File: src/rtl/vending_fsm_multi.sv
// Multi-item vending controller: accumulates coin credit, vends a selected
// item once credit covers its price, returns change and refunds on cancel or
// idle timeout. Dispenser and change hopper use valid/ready handshakes, and
// every output comes straight from a flop.
module vending_fsm_multi #(
    parameter int                            CREDIT_W    = 4,
    parameter int                            NUM_ITEMS   = 4,
    parameter logic [NUM_ITEMS*CREDIT_W-1:0] PRICES      = {4'd4, 4'd3, 4'd2, 4'd1},
    parameter int                            TIMEOUT_CYC = 255,
    localparam int                           IW          = (NUM_ITEMS > 1) ? $clog2(NUM_ITEMS) : 1
) (
    input  logic                clk,
    input  logic                reset_n,
    input  logic                coin_valid,
    input  logic [CREDIT_W-1:0] coin_value,
    input  logic                sel_valid,
    input  logic [IW-1:0]       sel_item,
    input  logic                cancel,
    input  logic                disp_ready,
    input  logic                change_ready,
    output logic                disp_valid,
    output logic [IW-1:0]       disp_item,
    output logic                change_valid,
    output logic [CREDIT_W-1:0] change_amount,
    output logic                coin_reject,
    output logic                sel_denied,
    output logic [CREDIT_W-1:0] credit,
    output logic                busy
);

    localparam int TW = (TIMEOUT_CYC > 0) ? $clog2(TIMEOUT_CYC + 1) : 1;

    typedef enum logic [1:0] {S_IDLE, S_CREDIT, S_VEND, S_CHANGE} state_t;

    state_t              r_state;
    logic [CREDIT_W-1:0] r_credit;
    logic [TW-1:0]       r_timer;
    logic [IW-1:0]       r_item;

    state_t              w_state_nxt;
    logic [CREDIT_W-1:0] w_credit_nxt;
    logic [TW-1:0]       w_timer_nxt;
    logic [IW-1:0]       w_item_nxt;
    logic                w_reject_nxt;
    logic                w_denied_nxt;

    logic                w_disp_valid_nxt;
    logic [IW-1:0]       w_disp_item_nxt;
    logic                w_change_valid_nxt;
    logic [CREDIT_W-1:0] w_change_amount_nxt;
    logic                w_busy_nxt;

    // Price table lookup; indices past the last item read as zero.
    function automatic logic [CREDIT_W-1:0] price_of(input logic [IW-1:0] idx);
        logic [CREDIT_W-1:0] p;
        p = '0;
        for (int i = 0; i < NUM_ITEMS; i++) begin
            if (int'(idx) == i) p = PRICES[i*CREDIT_W +: CREDIT_W];
        end
        return p;
    endfunction

    // A coin of value zero is no event at all; cancel or a selection in the
    // same cycle always outranks a coin, whatever the state.
    logic                w_coin;
    logic                w_coin_blocked;
    logic [CREDIT_W:0]   w_sum;
    logic                w_coin_ovf;
    logic                w_sel_ok;
    logic [CREDIT_W-1:0] w_vend_price;
    logic                w_timeout;

    assign w_coin         = coin_valid && (coin_value != '0);
    assign w_coin_blocked = cancel || sel_valid;
    assign w_sum          = {1'b0, r_credit} + {1'b0, coin_value};
    assign w_coin_ovf     = w_sum[CREDIT_W];
    assign w_sel_ok       = (int'(sel_item) < NUM_ITEMS) && (r_credit >= price_of(sel_item));
    assign w_vend_price   = price_of(r_item);
    assign w_timeout      = (TIMEOUT_CYC != 0) && (int'(r_timer) == TIMEOUT_CYC - 1);

    // State register plus registered copies of every output.
    always_ff @(posedge clk or negedge reset_n) begin
        if (!reset_n) begin
            r_state       <= S_IDLE;
            r_credit      <= '0;
            r_timer       <= '0;
            r_item        <= '0;
            disp_valid    <= 1'b0;
            disp_item     <= '0;
            change_valid  <= 1'b0;
            change_amount <= '0;
            coin_reject   <= 1'b0;
            sel_denied    <= 1'b0;
            credit        <= '0;
            busy          <= 1'b0;
        end else begin
            // NOTE: non-blocking assignments so every flop samples pre-edge values.
            r_state       <= w_state_nxt;
            r_credit      <= w_credit_nxt;
            r_timer       <= w_timer_nxt;
            r_item        <= w_item_nxt;
            disp_valid    <= w_disp_valid_nxt;
            disp_item     <= w_disp_item_nxt;
            change_valid  <= w_change_valid_nxt;
            change_amount <= w_change_amount_nxt;
            coin_reject   <= w_reject_nxt;
            sel_denied    <= w_denied_nxt;
            credit        <= w_credit_nxt;
            busy          <= w_busy_nxt;
        end
    end

    // Next state, credit, timer and the reject/deny pulses.
    always_comb begin
        // NOTE: defaults first so no path through the case can infer a latch.
        w_state_nxt  = r_state;
        w_credit_nxt = r_credit;
        w_timer_nxt  = r_timer;
        w_item_nxt   = r_item;
        w_reject_nxt = 1'b0;
        w_denied_nxt = 1'b0;
        case (r_state)
            S_IDLE: begin
                w_denied_nxt = sel_valid;
                if (w_coin) begin
                    if (w_coin_blocked || w_coin_ovf) begin
                        w_reject_nxt = 1'b1;
                    end else begin
                        w_credit_nxt = w_sum[CREDIT_W-1:0];
                        w_timer_nxt  = '0;
                        w_state_nxt  = S_CREDIT;
                    end
                end
            end
            S_CREDIT: begin
                if (cancel) begin
                    w_state_nxt  = S_CHANGE;
                    w_denied_nxt = sel_valid;
                    w_reject_nxt = w_coin;
                end else if (sel_valid) begin
                    w_reject_nxt = w_coin;
                    if (w_sel_ok) begin
                        w_item_nxt  = sel_item;
                        w_state_nxt = S_VEND;
                    end else begin
                        w_denied_nxt = 1'b1;
                        w_timer_nxt  = '0;
                    end
                end else if (w_coin && !w_coin_ovf) begin
                    w_credit_nxt = w_sum[CREDIT_W-1:0];
                    w_timer_nxt  = '0;
                end else begin
                    w_reject_nxt = w_coin;
                    if (w_timeout) begin
                        w_state_nxt = S_CHANGE;
                    end else begin
                        w_timer_nxt = r_timer + TW'(1);
                    end
                end
            end
            S_VEND: begin
                w_denied_nxt = sel_valid;
                w_reject_nxt = w_coin;
                if (disp_ready) begin
                    w_credit_nxt = r_credit - w_vend_price;
                    w_state_nxt  = (r_credit == w_vend_price) ? S_IDLE : S_CHANGE;
                end
            end
            S_CHANGE: begin
                w_denied_nxt = sel_valid;
                w_reject_nxt = w_coin;
                if (change_ready) begin
                    w_credit_nxt = '0;
                    w_state_nxt  = S_IDLE;
                end
            end
            default: w_state_nxt = S_IDLE;
        endcase
    end

    // Output values decoded from the next state so they register alongside it.
    always_comb begin
        w_disp_valid_nxt    = (w_state_nxt == S_VEND);
        w_change_valid_nxt  = (w_state_nxt == S_CHANGE);
        w_disp_item_nxt     = w_disp_valid_nxt ? w_item_nxt : '0;
        w_change_amount_nxt = w_change_valid_nxt ? w_credit_nxt : '0;
        w_busy_nxt          = w_disp_valid_nxt || w_change_valid_nxt;
    end

endmodule

File: config.mk
export PLATFORM = sky130hd
export DESIGN_NAME = vending_fsm_multi
export DESIGN_NICKNAME = d
export VERILOG_FILES = /design/src/rtl/vending_fsm_multi.sv
export SDC_FILE = /design/constraint.sdc
export NUM_CORES = 1
export LEC_CHECK = 0
export BUFFER_PORTS_ARGS = -buffer_cell sky130_fd_sc_hd__buf_2
export CORE_ASPECT_RATIO = 1.1
export CORE_MARGIN = 8
export CORE_UTILIZATION = 45
export DETAILED_ROUTE_END_ITERATION = 7
export GPL_TIMING_DRIVEN = 0
export PLACE_DENSITY_LB_ADDON = 0.1
export SYNTH_ARGS = -nofsm -noshare
export SYNTH_HDL_FRONTEND = slang
export SYNTH_SLANG_ARGS = --single-unit
File: constraint.sdc
create_clock -name clk -period 3.6 [get_ports clk]
set_clock_uncertainty 0.15 [all_clocks]
set_input_delay 0 -clock clk [delete_from_list [all_inputs] [get_ports clk]]
set_output_delay 0 -clock clk [all_outputs]
set_load 0.01 [all_outputs]
## Yosys cells after proc, flatten, opt, wreduce, memory -nomap -nowiden

Index checks and enable logic that the tools add are counted.

- $add $sub $neg: 3
- Order comparisons: 1
- Equal/unequal tests: 18
- Multiplexer cells: 51
- Reduce and logical (&&, ||, !) cells: 14

Operators by type and width:

| operator | number |
|---|---|
| two-way mux 8 bit | 7 |
| two-way mux 4 bit | 11 |
| two-way mux 2 bit | 17 |
| == test 2 bit (second input constant) | 8 |
| one-hot mux 4 bit (4 select lines) | 1 |
| one-hot mux 8 bit (2 select lines) | 1 |
| two-way mux 1 bit | 10 |
| adder 8 x 1 -> 8 bit (second input constant) | 1 |
| == test 8 x 2 -> 1 bit (second input constant) | 1 |
| one-hot mux 2 bit (4 select lines) | 1 |
| == test 2 x 1 -> 1 bit (second input constant) | 3 |
| zero test 2 bit | 3 |
| != test 2 bit (second input constant) | 3 |
| AND reduction 6 bit | 1 |
| adder 4 x 4 -> 5 bit | 1 |
| == test 4 bit | 1 |
| greater-or-equal comparator 4 bit | 1 |
| != test 4 bit (second input constant) | 1 |
| nonzero test 4 bit | 1 |
| subtractor 4 bit | 1 |
| logical OR 1 bit | 3 |
| two-way mux 3 bit | 1 |
| != test 3 bit (second input constant) | 1 |
| one-hot mux 1 bit (3 select lines) | 1 |
| other kinds (6) | 7 |

- Bits in registers: 27
- Input bits: 13
- Output and inout port bits: 15
- Word-level logic and storage cells: 98

## Depth between registers and ports, before layout

- Word-level depth: 12
- Depth in mapped cells: 8
- Depth with buffers taken out: 8

## Worst setup path before layout

No wires, ideal clock.

- Path kind: flip-flop to flip-flop
- From: register r_credit[0]
- To: register r_timer[1]
- Setup time: 125 ps
- Arrival: 2499 ps
- Slack: 826 ps
- Stages on the path, launching flop included: 8
- Buffers on the path: 0
- Cells stage by stage: dfrtp_1 > ha_1 > fa_1 > a21o_1 > a211oi_4 > nor2_4 > nor4_4 > mux2_4

- Word-level cells in the longest chain between the ends: 7
- Elaborated cells between the ends (all ways): 13
- Classes of those cells: add/sub: 1; order compare: 1; eq/ne: 3; mux: 4; reduce/logical: 4

Ends and longest elaborated chain:

| element | line | RTL |
|---|---|---|
| from (decl) | 36 | `logic [CREDIT_W-1:0] r_credit;` |
| from (signal assigned) | 99 | `r_credit <= w_credit_nxt;` |
| adder 4 x 4 -> 5 bit | 75 | `assign w_sum = {1'b0, r_credit} + {1'b0, coin_value};` |
| zero test 1 bit | 149 | `end else if (w_coin && !w_coin_ovf) begin` |
| logical AND 1 bit | 149 |  |
| two-way mux 8 bit | 149 |  |
| two-way mux 8 bit | 140 | `end else if (sel_valid) begin` |
| two-way mux 8 bit | 136 | `if (cancel) begin` |
| one-hot mux 8 bit (2 select lines) | 122 | `case (r_state)` |
| to (signal assigned) | 100 | `r_timer <= w_timer_nxt;` |
| to (decl) | 37 | `logic [TW-1:0] r_timer;` |

Several ways; a longest one is shown, not always the timed one. The select of a mux whose other input is x is not followed.
A chain may end at the register's enable or synchronous reset.

## Worst setup path in the final report

Ends and elaborated chain as after synthesis.

==> run_results.csv <==
group,metric,value,unit
status,status,"complete, no violations",
floorplan,pin_count,28,
cts,tritoncts,"yes",
worst_setup_path,start_kind,"flip-flop",
yosys,synth_cell_types,49,
grt,grt_max_degree,28,
pwr,p_leak,0.9985,nW
floorplan,initial_core_util,45.99,%
layout,area_growth_syn_to_layout,17.98,%
cts,cts.sinks,27,
timing,setup_viol_count_final,0,
routing,drt_iter0_drc,58,
cts,cts_buffers,3,
yosys,synth_edf_count,0,
worst_setup_path,reg2reg_slack,550,ps
routing,vias,1497,
timing,slew_headroom,51.97,%
timing,fmax,0.3279,GHz
yosys,ys_async_sr_fraction,100.0,%
place,port_buffers,26,
floorplan,fp.dieH,82.00,um
run,maxCapViolations,0,
layout,diodes,0,
timing,fin_crit_sh,84.72,%
timing,finalMaxSlewViolations,0,
cts,clkTransAtPathRegs,90,ps
yosys,syn_inst,180,
cts,postCtsHoldBufs,8,
cts,cts_resized,0,
layout,drive_gt1_share,19.27,%
yosys,syn-cell-area,1782,um2
cts,clk_latency,270,ps
yosys,ys_warn_count,0,
layout,fillers,372,
cts,postCtsSetupBuffers,0,
floorplan,rows,24,
worst_hold_path,hp-class,"primary input to flip-flop",
yosys,syn_nets,209,
routing,routedWlPerCell,15.12,um
yosys,synth_area_per_cell,9.898,um2
pwr,irDropWorstVdd,0.0002886,V
worst_setup_path,crit_type,"flip-flop to flip-flop",
yosys,synth_ff_type,"dfrtp_1",
worst_setup_path,critPathMaxFanout,8,
routing,drc,0,
pwr,p_total,1.527,mW
timing,layout_min_cycle_time,3050,ps
pwr,powerDensity,726.3,nW/um2
grt,track_usage,13.43,%
grt,antenna_found_initial,0,
cts,cts_root_buf,"clkbuf_8",
place,dpl_worst_slack,562.8,ps
routing,wl,4.082,mm
yosys,ys_seq_area_share,37.92,%
floorplan,die_w,76.00,um
worst_setup_path,crit_arrival,3060,ps
routing,ant_nets,0,
timing,worst_pin_slew,714.3,ps
place,gp_congestion,0.8681,
timing,grt_setup_unrepaired,"false",
floorplan,dieArea,6231,um2
yosys,synth.ff_latch_count,27,
place,hpwl,3.197,mm
routing,vias_per_cell,5.544,
timing,tns,0,ps
routing,drt_pass1_iterations,4,
timing,hold_viol_final,0,
timing,setup_slack,550.1,ps
worst_setup_path,cp.required,3610,ps
layout,utilization,54.26,%
layout,fin_nets,248,
cts,clock_path_buffers,2,
worst_setup_path,end_kind,"flip-flop",
grt,grt_pass1_wl,6.831,mm
grt,grt_overflow_total,0,
grt,grt_pass1_vias,1546,
floorplan,coreArea,3874,um2
cts,htreeDepth,1,
## kinds of logic after synthesis
logic type      count (synthesis)  synth area share [%]
buf+inv                        23                 4.916
xor+xnor                        3                 1.475
flops                          27                 37.92
mux                             6                 3.722
simple gates                   54                 18.12
fa+ha+maj                      16                 12.08
compound gates                 51                 21.77
## layout make-up
type                    instances  area [um2]  area share, %
multi-input cells             130        1018          48.45
flip-flops and latches         27       675.6          32.14
repair buffers                 34       210.2          10.00
inverters                      19       71.32          3.393
well taps                      52       65.06          3.095
clock buffers                   4       45.04          2.143
plain buffers                   4       16.27         0.7738
## through the flow
step	area (um2)	hold WS, ps	cells
after floorplan	1782	-445.6	180
after global placement	1977	-114.1	258
after detailed placement	1977	-91.74	258
after CTS	2102	7.221	270
after global routing	2102	26.83	270
final	2102	19.84	270
## registers in the layout, summed over array words and instances, names as in the netlist
name	count
coin_reject	1
change_valid	1
r_item	2
disp_item	2
disp_valid	1
busy	1
r_timer	8
change_amount	4
sel_denied	1
r_state	2
r_credit	4
## worst paths after layout
check | cells past startpoint | from | endpoint
worst max register to register | 7 | r_credit[0] | r_timer[1]
max in group asynchronous | 2 | reset_n | r_timer[5]
worst min-delay path | 3 | change_ready | r_credit[1]
worst max-delay path | 7 | r_credit[0] | r_timer[1]
min in group asynchronous | 2 | reset_n | change_amount[2]
worst min register to register | 1 | r_timer[7] | r_timer[7]
## placed cells by master (no fill, tap or decap), types with 2 or more instances in the layout
| cell | n |
|---|---|
| dfrtp_1 | 27 |
| buf_2 | 26 |
| inv_1 | 19 |
| ha_1 | 14 |
| nand2_1 | 11 |
| a21oi_1 | 10 |
| a31oi_1 | 9 |
| o21ai_0 | 8 |
| dlygate4sd3_1 | 8 |
| nor2b_1 | 7 |
| nor2_1 | 6 |
| nand4_1 | 5 |
| nand3_1 | 5 |
| or3_1 | 5 |
| clkbuf_1 | 4 |
| mux2i_1 | 4 |
| and3_1 | 4 |
| xnor2_1 | 3 |
| o211ai_1 | 3 |
| clkbuf_8 | 3 |
| a21o_1 | 2 |
| nor3_1 | 2 |
| o31ai_1 | 2 |
| a41oi_1 | 2 |
| fa_1 | 2 |
## critical path, cell delays in order (launching register included)
cell	delay, ps
dfrtp_1	450
ha_1	240
fa_1	410
a21o_1	260
a211oi_4	470
nor2_4	100
nor4_4	510
mux2_4	340
## synth_stat cells (all sizes together), types with 2 or more instances
| master | instances | area, um2 |
|---|---|---|
| and3 | 4 | 25.02 |
| a41oi | 2 | 17.52 |
| nand3 | 5 | 25.02 |
| o211ai | 3 | 22.52 |
| or3 | 6 | 42.54 |
| nor2 | 7 | 33.78 |
| nor3 | 3 | 20.02 |
| mux2i | 4 | 40.04 |
| a211oi | 3 | 40.04 |
| nand4 | 5 | 31.28 |
| a31oi | 9 | 56.30 |
| dfrtp | 27 | 675.7 |
| ha | 14 | 175.2 |
| xnor2 | 3 | 26.28 |
| nor2b | 7 | 43.79 |
| o31ai | 2 | 15.01 |
| a21oi | 10 | 50.05 |
| clkbuf | 4 | 16.26 |
| o21ai | 8 | 40.04 |
| inv | 19 | 71.32 |
| nand2 | 11 | 41.29 |
| a21o | 2 | 15.01 |
| fa | 2 | 40.04 |
| mux2 | 2 | 26.27 |
## report_power, final
part	internal, mW	switching, mW	total, mW
Sequential	0.399	0.0770	0.476
Clock	0.0792	0.0909	0.170
Combinational	0.376	0.504	0.880
Total	0.854	0.672	1.53
## routing by layer
metal / global-route usage [%] / vias up / wire (um)
met3: 2.298 / 4 / 133
met5: 0 / - / 0
met2: 26.99 / 19 / 2211
met4: 6.078 / 0 / 56
met1: 13.32 / 731 / 1680
li1: - / 743 / -
No activity file was read; power rests on OpenSTA's default activity.
